### config.mk
export PLATFORM = sky130hd
export DESIGN_NAME = branch_ctrl
export DESIGN_NICKNAME = d
export VERILOG_FILES = /design/src/rtl/branch_ctrl.sv
export SDC_FILE = /design/constraint.sdc
export NUM_CORES = 1
export LEC_CHECK = 0
export ABC_AREA = 1
export BUFFER_PORTS_ARGS = -buffer_cell sky130_fd_sc_hd__buf_2
export CORE_MARGIN = 8
export CORE_UTILIZATION = 62
export DETAILED_ROUTE_END_ITERATION = 10
export GPL_TIMING_DRIVEN = 0
export HOLD_SLACK_MARGIN = 0.03
export PLACE_DENSITY = 0.83
export SLEW_MARGIN = 15
export SYNTH_ARGS = -nofsm -noshare
export SYNTH_HDL_FRONTEND = slang
export SYNTH_SLANG_ARGS = --single-unit
### constraint.sdc
create_clock -name clk -period 5.5 [get_ports clk]
set_clock_uncertainty 0.05 [all_clocks]
set_input_delay 1.1 -clock clk [delete_from_list [all_inputs] [get_ports clk]]
set_output_delay 1.1 -clock clk [all_outputs]
set_load 0.01 [all_outputs]
### src/rtl/branch_ctrl.sv
// rtl/branch_ctrl.sv - ARM B/BL condition evaluation, PC load, link write and flush sequencing
// Optional BRANCH_STATS_EN adds saturating taken/not-taken counters.
module branch_ctrl #(
    parameter int ADDR_W       = 32,
    parameter int OFF_W        = 24,
    parameter int FLUSH_CYCLES = 2
) (
    input  logic              clk,
    input  logic              rst,
    input  logic              flags_we,
    input  logic [3:0]        flags_in,
    input  logic              br_valid,
    output logic              br_ready,
    input  logic [3:0]        br_cond,
    input  logic [ADDR_W-1:0] br_pc,
    input  logic [OFF_W-1:0]  br_off,
    input  logic              br_link,
    output logic              pc_load,
    output logic [ADDR_W-1:0] pc_target,
    output logic              lr_we,
    output logic [ADDR_W-1:0] lr_data,
    output logic              flush,
    output logic              br_done,
    output logic              br_taken,
    output logic [3:0]        flags
`ifdef BRANCH_STATS_EN
    ,
    output logic [15:0]       taken_cnt,
    output logic [15:0]       not_taken_cnt
`endif
);

    localparam int CNT_W = (FLUSH_CYCLES > 0) ? $clog2(FLUSH_CYCLES + 1) : 1;

    typedef enum logic [1:0] {IDLE, EVAL, FLUSH} state_e;

    state_e              state_q, state_d;
    logic [CNT_W-1:0]    cnt_q, cnt_d;
    logic [3:0]          flags_q, eflags_q, cond_q;
    logic [ADDR_W-1:0]   pc_q, pc_target_q, lr_data_q;
    logic [OFF_W-1:0]    off_q;
    logic                link_q;
    logic                pc_load_q, lr_we_q, br_done_q, br_taken_q;
    logic                cond_ok;
    logic [ADDR_W-1:0]   off_ext;
    logic                accept;

    // flags layout: [3]=Z [2]=C [1]=N [0]=V
    function automatic logic cond_pass(input logic [3:0] c, input logic [3:0] f);
        logic z, cy, n, v;
        z  = f[3];
        cy = f[2];
        n  = f[1];
        v  = f[0];
        case (c)
            4'b0000: cond_pass = z;
            4'b0001: cond_pass = !z;
            4'b0010: cond_pass = cy;
            4'b0011: cond_pass = !cy;
            4'b0100: cond_pass = n;
            4'b0101: cond_pass = !n;
            4'b0110: cond_pass = v;
            4'b0111: cond_pass = !v;
            4'b1000: cond_pass = cy & !z;
            4'b1001: cond_pass = !cy | z;
            4'b1010: cond_pass = (n == v);
            4'b1011: cond_pass = (n != v);
            4'b1100: cond_pass = !z & (n == v);
            4'b1101: cond_pass = z | (n != v);
            4'b1110: cond_pass = 1'b1;
            default: cond_pass = 1'b0;
        endcase
    endfunction

    assign cond_ok  = cond_pass(cond_q, eflags_q);
    assign off_ext  = {{(ADDR_W-OFF_W){off_q[OFF_W-1]}}, off_q} << 2;
    assign br_ready = (state_q == IDLE) && !rst;
    assign accept   = br_valid && br_ready;

    always_comb begin
        state_d = state_q;
        cnt_d   = cnt_q;
        case (state_q)
            IDLE: begin
                if (br_valid) state_d = EVAL;
            end
            EVAL: begin
                if (cond_ok && (FLUSH_CYCLES > 0)) begin
                    state_d = FLUSH;
                    cnt_d   = CNT_W'(FLUSH_CYCLES);
                end else begin
                    state_d = IDLE;
                end
            end
            FLUSH: begin
                cnt_d = cnt_q - CNT_W'(1);
                if (cnt_q <= CNT_W'(1)) state_d = IDLE;
            end
            default: state_d = IDLE;
        endcase
    end

    always_ff @(posedge clk) begin
        if (rst) begin
            state_q     <= IDLE;
            cnt_q       <= '0;
            flags_q     <= '0;
            eflags_q    <= '0;
            cond_q      <= '0;
            pc_q        <= '0;
            off_q       <= '0;
            link_q      <= 1'b0;
            pc_load_q   <= 1'b0;
            lr_we_q     <= 1'b0;
            br_done_q   <= 1'b0;
            br_taken_q  <= 1'b0;
            pc_target_q <= '0;
            lr_data_q   <= '0;
        end else begin
            state_q    <= state_d;
            cnt_q      <= cnt_d;
            pc_load_q  <= 1'b0;
            lr_we_q    <= 1'b0;
            br_done_q  <= 1'b0;
            br_taken_q <= 1'b0;
            if (flags_we) flags_q <= flags_in;
            if (accept) begin
                cond_q   <= br_cond;
                pc_q     <= br_pc;
                off_q    <= br_off;
                link_q   <= br_link;
                // Same-cycle flag update is forwarded into the evaluation
                eflags_q <= flags_we ? flags_in : flags_q;
            end
            if (state_q == EVAL) begin
                br_done_q  <= 1'b1;
                br_taken_q <= cond_ok;
                pc_load_q  <= cond_ok;
                lr_we_q    <= cond_ok & link_q;
                if (cond_ok) pc_target_q <= pc_q + ADDR_W'(8) + off_ext;
                if (cond_ok & link_q) lr_data_q <= pc_q + ADDR_W'(4);
            end
        end
    end

    assign pc_load   = pc_load_q;
    assign pc_target = pc_target_q;
    assign lr_we     = lr_we_q;
    assign lr_data   = lr_data_q;
    assign br_done   = br_done_q;
    assign br_taken  = br_taken_q;
    assign flags     = flags_q;
    assign flush     = (state_q == FLUSH);

`ifdef BRANCH_STATS_EN
    logic [15:0] taken_cnt_q, not_taken_cnt_q;

    always_ff @(posedge clk) begin
        if (rst) begin
            taken_cnt_q     <= '0;
            not_taken_cnt_q <= '0;
        end else if (br_done_q) begin
            if (br_taken_q && taken_cnt_q != 16'hFFFF)
                taken_cnt_q <= taken_cnt_q + 16'd1;
            if (!br_taken_q && not_taken_cnt_q != 16'hFFFF)
                not_taken_cnt_q <= not_taken_cnt_q + 16'd1;
        end
    end

    assign taken_cnt     = taken_cnt_q;
    assign not_taken_cnt = not_taken_cnt_q;
`endif

endmodule

==> results.json, run 1 <==
{
  "status": "finished clean",
  "fillers": 1241,
  "grt_overflow_total": 0,
  "finalHoldViolations": 0,
  "critPathRequiredTime_ns": 4.35,
  "synth_edf_count": 0,
  "relSlewSlack_pct": 47.7,
  "cp_max_fo": 7,
  "synth-simple-area-share_pct": 34.8,
  "hpwl_um": 21700,
  "vias": 9155,
  "synth_area_per_cell_um2": 6.30,
  "grt_pass1_vias": 8776,
  "end_kind": "output pin",
  "min_path_type": "register to register",
  "netlist_area_mm2": 0.00853,
  "fin_setup_tns_ns": 0,
  "cap_violations": 0,
  "die_h_um": 133,
  "core_area_mm2": 0.0137,
  "rsz0062_at_grt": "no",
  "muxShareOfSynthArea_pct": 0.470,
  "numPortBuffers": 140,
  "avgRoutedWirePerCell_um": 16.2,
  "first_pass_iters": 6,
  "wirelength_um": 27600,
  "cp_cell_sequence": "clkbuf_1 -> nor3_1 -> buf_2",
  "drcViolationCount": 0,
  "cts_hold_buf": 0,
  "io_pins": 143,
  "slowest_delay_ns": 0.33,
  "ys_seq_area_share_pct": 32.9,
  "via_per_inst": 5.37,
  "cts_made_buffers": 17,
  "grt_usage_pct": 30.7,
  "ys_warn_count": 0,
  "cts_sinks": 140,
  "ir_drop_v": 0.000151,
  "yosysTopAreaCellShare_pct": 32.9,
  "grt_pass1_wl_um": 43900,
  "clkTransAtPathRegs_ns": 0.06,
  "yosysUniqueCellTypes": 36,
  "synth_most_common_cell": "nand2_1",
  "tightest_slew_ns": 0.784,
  "row_count": 43,
  "arrival_ns": 1.79,
  "worst_slack_ns": 2.56,
  "synth_async_sr_flop_share_pct": 0,
  "fin_crit_ns": 2.94,
  "cts-root-buf": "clkbuf_16",
  "antenna_cells": 0,
  "post_cts_buffers": 0,
  "finalSetupViolCount": 0,
  "area_delta_synth_final_pct": 18.4,
  "powerDensity_mw_per_mm2": 271,
  "routabilityCongestion": 0.991,
  "power.static_leakage_nw": 5.39,
  "synth_fp_nets": 1482,
  "synth_commonest_cells": "460 x nand2_1, 182 x nor2_1, 179 x inv_1",
  "antenna_found_initial": 0,
  "ys.flop_type": "dfxtp_1",
  "die_w_um": 133,
  "nNetsFinal": 1641,
  "synth_compound_gate_area_share_pct": 9.02,
  "critPathLaunchType": "primary input",
  "clockBufferDepth": 2,
  "die-area_mm2": 0.0178,
  "clk_latency_ns": 0.44,
  "crit_slowest_cell": "nor3_1",
  "max_freq_mhz": 340,
  "drtIter0Drc": 876,
  "cts_resized": 0,
  "drive_gt1_share_pct": 13.1,
  "antenna_left": 0,
  "post-place-ws_ns": 2.49,
  "htreeDepth": 4,
  "path_class": "primary input to output pin",
  "grt_max_degree": 17,
  "start_util_pct": 62.4,
  "synth_top_family_by_area": "simple AND/OR/NAND/NOR gates",
  "synthCells": 1353,
  "tritoncts": "yes",
  "drv_slew": 0,
  "synth-xor-area-share_pct": 3.60,
  "synth_top_area_cell": "dfxtp_1",
  "synthAdderAreaFrac_pct": 8.89,
  "ys_ff_latch": 140,
  "finalCritPeriodShare_pct": 53.4,
  "synth.area.top_cells": "dfxtp_1 33%, nand2_1 20%, ha_1 8.7%, nor2_1 8.0%, inv_1 7.9%"
}
[sequential cells by signal (all words and copies together), names as in the netlist]
name,cells
lr_data,32
link_q,1
cnt_q,2
cond_q,4
lr_we,1
pc_q,32
flags,4
eflags_q,4
pc_target,32
state_q,2
br_taken,1
br_done,1
off_q,24
[cell type report]
class / count / area, um2 / area share, %
plain buffers: 45 / 204 / 2.02
inverters: 181 / 679 / 6.73
clock inverters: 14 / 216 / 2.14
flip-flops and latches: 140 / 2800 / 27.8
multi-input cells: 987 / 4840 / 47.9
clock buffers: 18 / 429 / 4.25
well taps: 180 / 225 / 2.23
repair buffers: 140 / 701 / 6.94
[cells in the final DEF, fill, tap and decap left out, types with 2 or more instances in the layout]
master,instances
buf_4,5
nand2_2,2
dfxtp_1,140
clkbuf_16,17
xor2_1,35
nand4_1,18
a22oi_1,2
a21oi_2,2
and2_1,2
clkbuf_1,26
a21oi_1,106
inv_1,179
nor2_1,182
clkinv_4,2
nor3_1,9
o21ai_0,37
clkinv_2,3
ha_1,59
nand3_1,51
nand3b_1,5
buf_2,153
nand2_1,460
buf_1,2
bufinv_16,5
mux2i_1,4
inv_6,3
[worst paths after layout]
| check | from | end | cells after the start | slack, ns |
|---|---|---|---|---|
| worst max-delay path | rst | br_ready | 3 | 2.56 |
| worst min-delay path | lr_data[25]$_SDFFE_PP0P_ | lr_data[25]$_SDFFE_PP0P_ | 2 | 0.41 |
| worst max register to register | pc_q[3]$_SDFFE_PP0P_ | pc_target[31]$_SDFFE_PP0P_ | 15 | 2.74 |
| worst min register to register | lr_data[25]$_SDFFE_PP0P_ | lr_data[25]$_SDFFE_PP0P_ | 2 | 0.41 |
[per-layer routing]
metal / vias to the layer above / track usage (%) / share of wire, %
li1: 4519 / - / -
met1: 4144 / 36.1 / 40
met2: 409 / 52.9 / 47
met3: 83 / 5.57 / 8.6
met4: 0 / 14.7 / 4.0
met5: - / 0 / 0
[cell families (layout without fill, tap and decap cells)]
group / count (synthesis) / count (layout)
and+or+nand+nor: 738 / 738
adders and majority gates: 60 / 60
AOI/OAI and AO/OA: 150 / 150
DFF: 140 / 140
muxes: 4 / 4
buffers and inverters: 226 / 398
xor gates and xnor gates: 35 / 35
[metrics by stage]
stage               util (%)  instance area (um2)  hold WS [ns]  std cells  power [mW]
finish                  73.9                10100         0.409       1705        2.74
detailed placement      69.2                 9450         0.403       1673        1.46
global route            73.9                10100         0.429       1705        2.82
CTS                     73.9                10100         0.410       1705        2.73
global placement        69.2                 9450         0.398       1673        1.46
floorplan                  -                 8530         0.383       1353        1.33
[critical path, delay by kind of cell]
family | cells | cell delay, ns
buffers and inverters | 2 | 0.36
AND/OR/NAND/NOR | 1 | 0.33
[where the power goes]
part / internal, mW / switching, mW
registers: 1.06 / 0.0454
logic: 0.122 / 0.225
clock network: 0.807 / 0.478
total: 1.99 / 0.748
No activity file was read; power rests on OpenSTA's default activity.
==> run 2, diff against run 1 <==
Settings changed: CORE_UTILIZATION 62 to 57, PLACE_DENSITY 0.83 to 0.77.
Clock period 5.5 ns to 2.88 ns, I/O delays scaled along.
==> run 2 against run 1 <==
  * Cell count rose by 0.29%
  * Sequential cell count unchanged
  * Utilization fell by 5.0 points
  * Global-route usage is 2.0 points lower
  * Sequential power grew 92%
  * Die area is 7.7% higher
  * Critical path depth is 10 higher
  * Count of clock-buffer cells in the layout is the same
  * Via count decreased by 1.9%
  * Largest cell class unchanged
  * Clock power increased by 73%
==> results.json, run 2 (synthesis gave the netlist of run 1 again) <==
{
  "status": "finished clean",
  "tritoncts": "yes",
  "arrival_ns": 3.01,
  "r2r_cells": 13,
  "cap_violations": 0,
  "rr_endpoint": "pc_target[27]$_SDFFE_PP0P_",
  "nNetsFinal": 1641,
  "grt_pass1_vias": 8758,
  "vias": 8981,
  "clockBufferDepth": 2,
  "rr_startpoint": "pc_q[3]$_SDFFE_PP0P_",
  "end_kind": "register",
  "row_count": 44,
  "path_class": "register to register",
  "ir_drop_v": 0.000438,
  "clkTransAtPathRegs_ns": 0.06,
  "fin_util_pct": 68.9,
  "use_met3_pct": 5.51,
  "core_area_mm2": 0.0146,
  "die_h_um": 138,
  "cts_hold_buf": 0,
  "cp_cell_sequence": "inv_1 -> ha_1 -> inv_1 -> ha_1 -> fa_1 -> nand3_1 -> nand3_1 -> nand2_1 -> nand2_1 -> nand2_1 -> nand4_1 -> a21oi_1 -> nor2_1",
  "powerDensity_mw_per_mm2": 497,
  "numPortBuffers": 140,
  "crit_slowest_cell": "fa_1",
  "drtIter0Drc": 777,
  "die_w_um": 138,
  "routabilityCongestion": 1.01,
  "fin_crit_ns": 2.74,
  "clk_latency_ns": 0.44,
  "holdPathEnd": "off_q[17]$_SDFFE_PP0P_",
  "grt_usage_pct": 28.7,
  "critPathLaunchType": "register",
  "grtUsageMet1_pct": 33.5,
  "final_area_mm2": 0.0100,
  "crit_top_cell": "nand2_1",
  "hold_ws_ns": 0.339,
  "first_pass_iters": 5,
  "rsz0062_at_grt": "no",
  "tightest_slew_ns": 0.719,
  "final_common_cell": "nand2_1",
  "area_delta_synth_final_pct": 17.9,
  "io_pins": 143,
  "finalCritPeriodShare_pct": 95.1,
  "top_usage_layer": "met2",
  "critPathRequiredTime_ns": 3.15,
  "post_cts_buffers": 0,
  "rrSetupSlack_ns": 0.14,
  "relSlewSlack_pct": 52.1,
  "fin_setup_tns_ns": 0,
  "power.static_leakage_nw": 5.36,
  "htreeDepth": 4,
  "start_util_pct": 58.4,
  "hpwl_um": 22300,
  "grtUsageMet2_pct": 50.0,
  "cp_max_fo": 5,
  "antenna_found_initial": 1,
  "hp-start": "br_off[17]",
  "cts_sinks": 140,
  "via_per_inst": 5.25,
  "antenna_left": 0,
  "wirelength_um": 27900,
  "cts_made_buffers": 17,
  "min_path_type": "primary input to register",
  "cts-root-buf": "clkbuf_16",
  "max_freq_mhz": 365,
  "drive_gt1_share_pct": 13.1,
  "mostFrequentLayoutCells": "460 x nand2_1, 182 x nor2_1, 179 x inv_1, 153 x buf_2, 140 x dfxtp_1",
  "drv_slew": 0,
  "die-area_mm2": 0.0191,
  "finalHoldViolations": 0,
  "placed_area_mm2": 0.00946,
  "avgRoutedWirePerCell_um": 16.3,
  "drcViolationCount": 0,
  "grt_pass1_wl_um": 44200,
  "finalSetupViolCount": 0,
  "holdPathStages": 3,
  "grt_overflow_total": 0,
  "slowest_delay_ns": 0.45,
  "cts_resized": 0,
  "grt_max_degree": 17
}
[run 2: changes by cell type in the layout (fill, tap and decap cells not counted), sizes merged]
cell      previous run  this run
inv                183       186
bufinv               5         2
clkinvlp             1         3
clkinv               6         4
diode                0         1
[run 2: critical path, delay by kind of cell, from the launching register on]
kind | cells | cell delay [ns]
adder cells (fa/ha/maj) | 3 | 1.01
buffers and inverters | 2 | 0.12
AND/OR/NAND/NOR | 7 | 0.79
flip-flops | 1 | 0.37
AO/OA/AOI/OAI | 1 | 0.27
[run 2: worst max-delay path by stage]
stage                                  to  depth (start not counted)                 start  slack (ns)
6_report       pc_target[27]$_SDFFE_PP0P_                         13  pc_q[3]$_SDFFE_PP0P_        0.14
5_1_grt        pc_target[19]$_SDFFE_PP0P_                         13  pc_q[3]$_SDFFE_PP0P_       0.004
4_1_cts        pc_target[19]$_SDFFE_PP0P_                         13  pc_q[3]$_SDFFE_PP0P_        0.18
3_5_place_dp   pc_target[19]$_SDFFE_PP0P_                         13  pc_q[3]$_SDFFE_PP0P_        0.20
3_3_place_gp   pc_target[19]$_SDFFE_PP0P_                         13  pc_q[3]$_SDFFE_PP0P_        0.23
2_1_floorplan  pc_target[31]$_SDFFE_PP0P_                         15  pc_q[3]$_SDFFE_PP0P_        0.63
[run 2: stage by stage]
step / setup WS [ns] / cells / total power, mW
final: 0.141 / 1710 / 4.99
after global routing: 0.00376 / 1710 / 5.16
after CTS: 0.178 / 1709 / 4.98
after detailed placement: 0.200 / 1677 / 2.80
after global placement: 0.228 / 1677 / 2.78
after floorplan: 0.634 / 1353 / 2.54
[run 2: final cells by class]
cell class | count | area, um2
tap | 184 | 230
antenna | 1 | 2.50
timing repair buffer | 140 | 701
multi-input combinational | 987 | 4840
clock inverter | 14 | 160
fill | 1343 | 4540
sequential | 140 | 2800
inverter | 181 | 679
clock buffer | 18 | 429
buffer | 45 | 204
[run 2: where the power goes]
part           leakage [nW]  internal, mW  switching, mW
sequential             1.14          2.02         0.0845
clock                 0.280          1.29          0.927
combinational          3.94         0.234          0.432
[run 2: layer usage]
layer / part of all wire (%) / vias up
met5: 0 / -
met4: 3.6 / 0
met3: 7.1 / 66
met2: 48 / 370
met1: 41 / 4022
li1: - / 4523
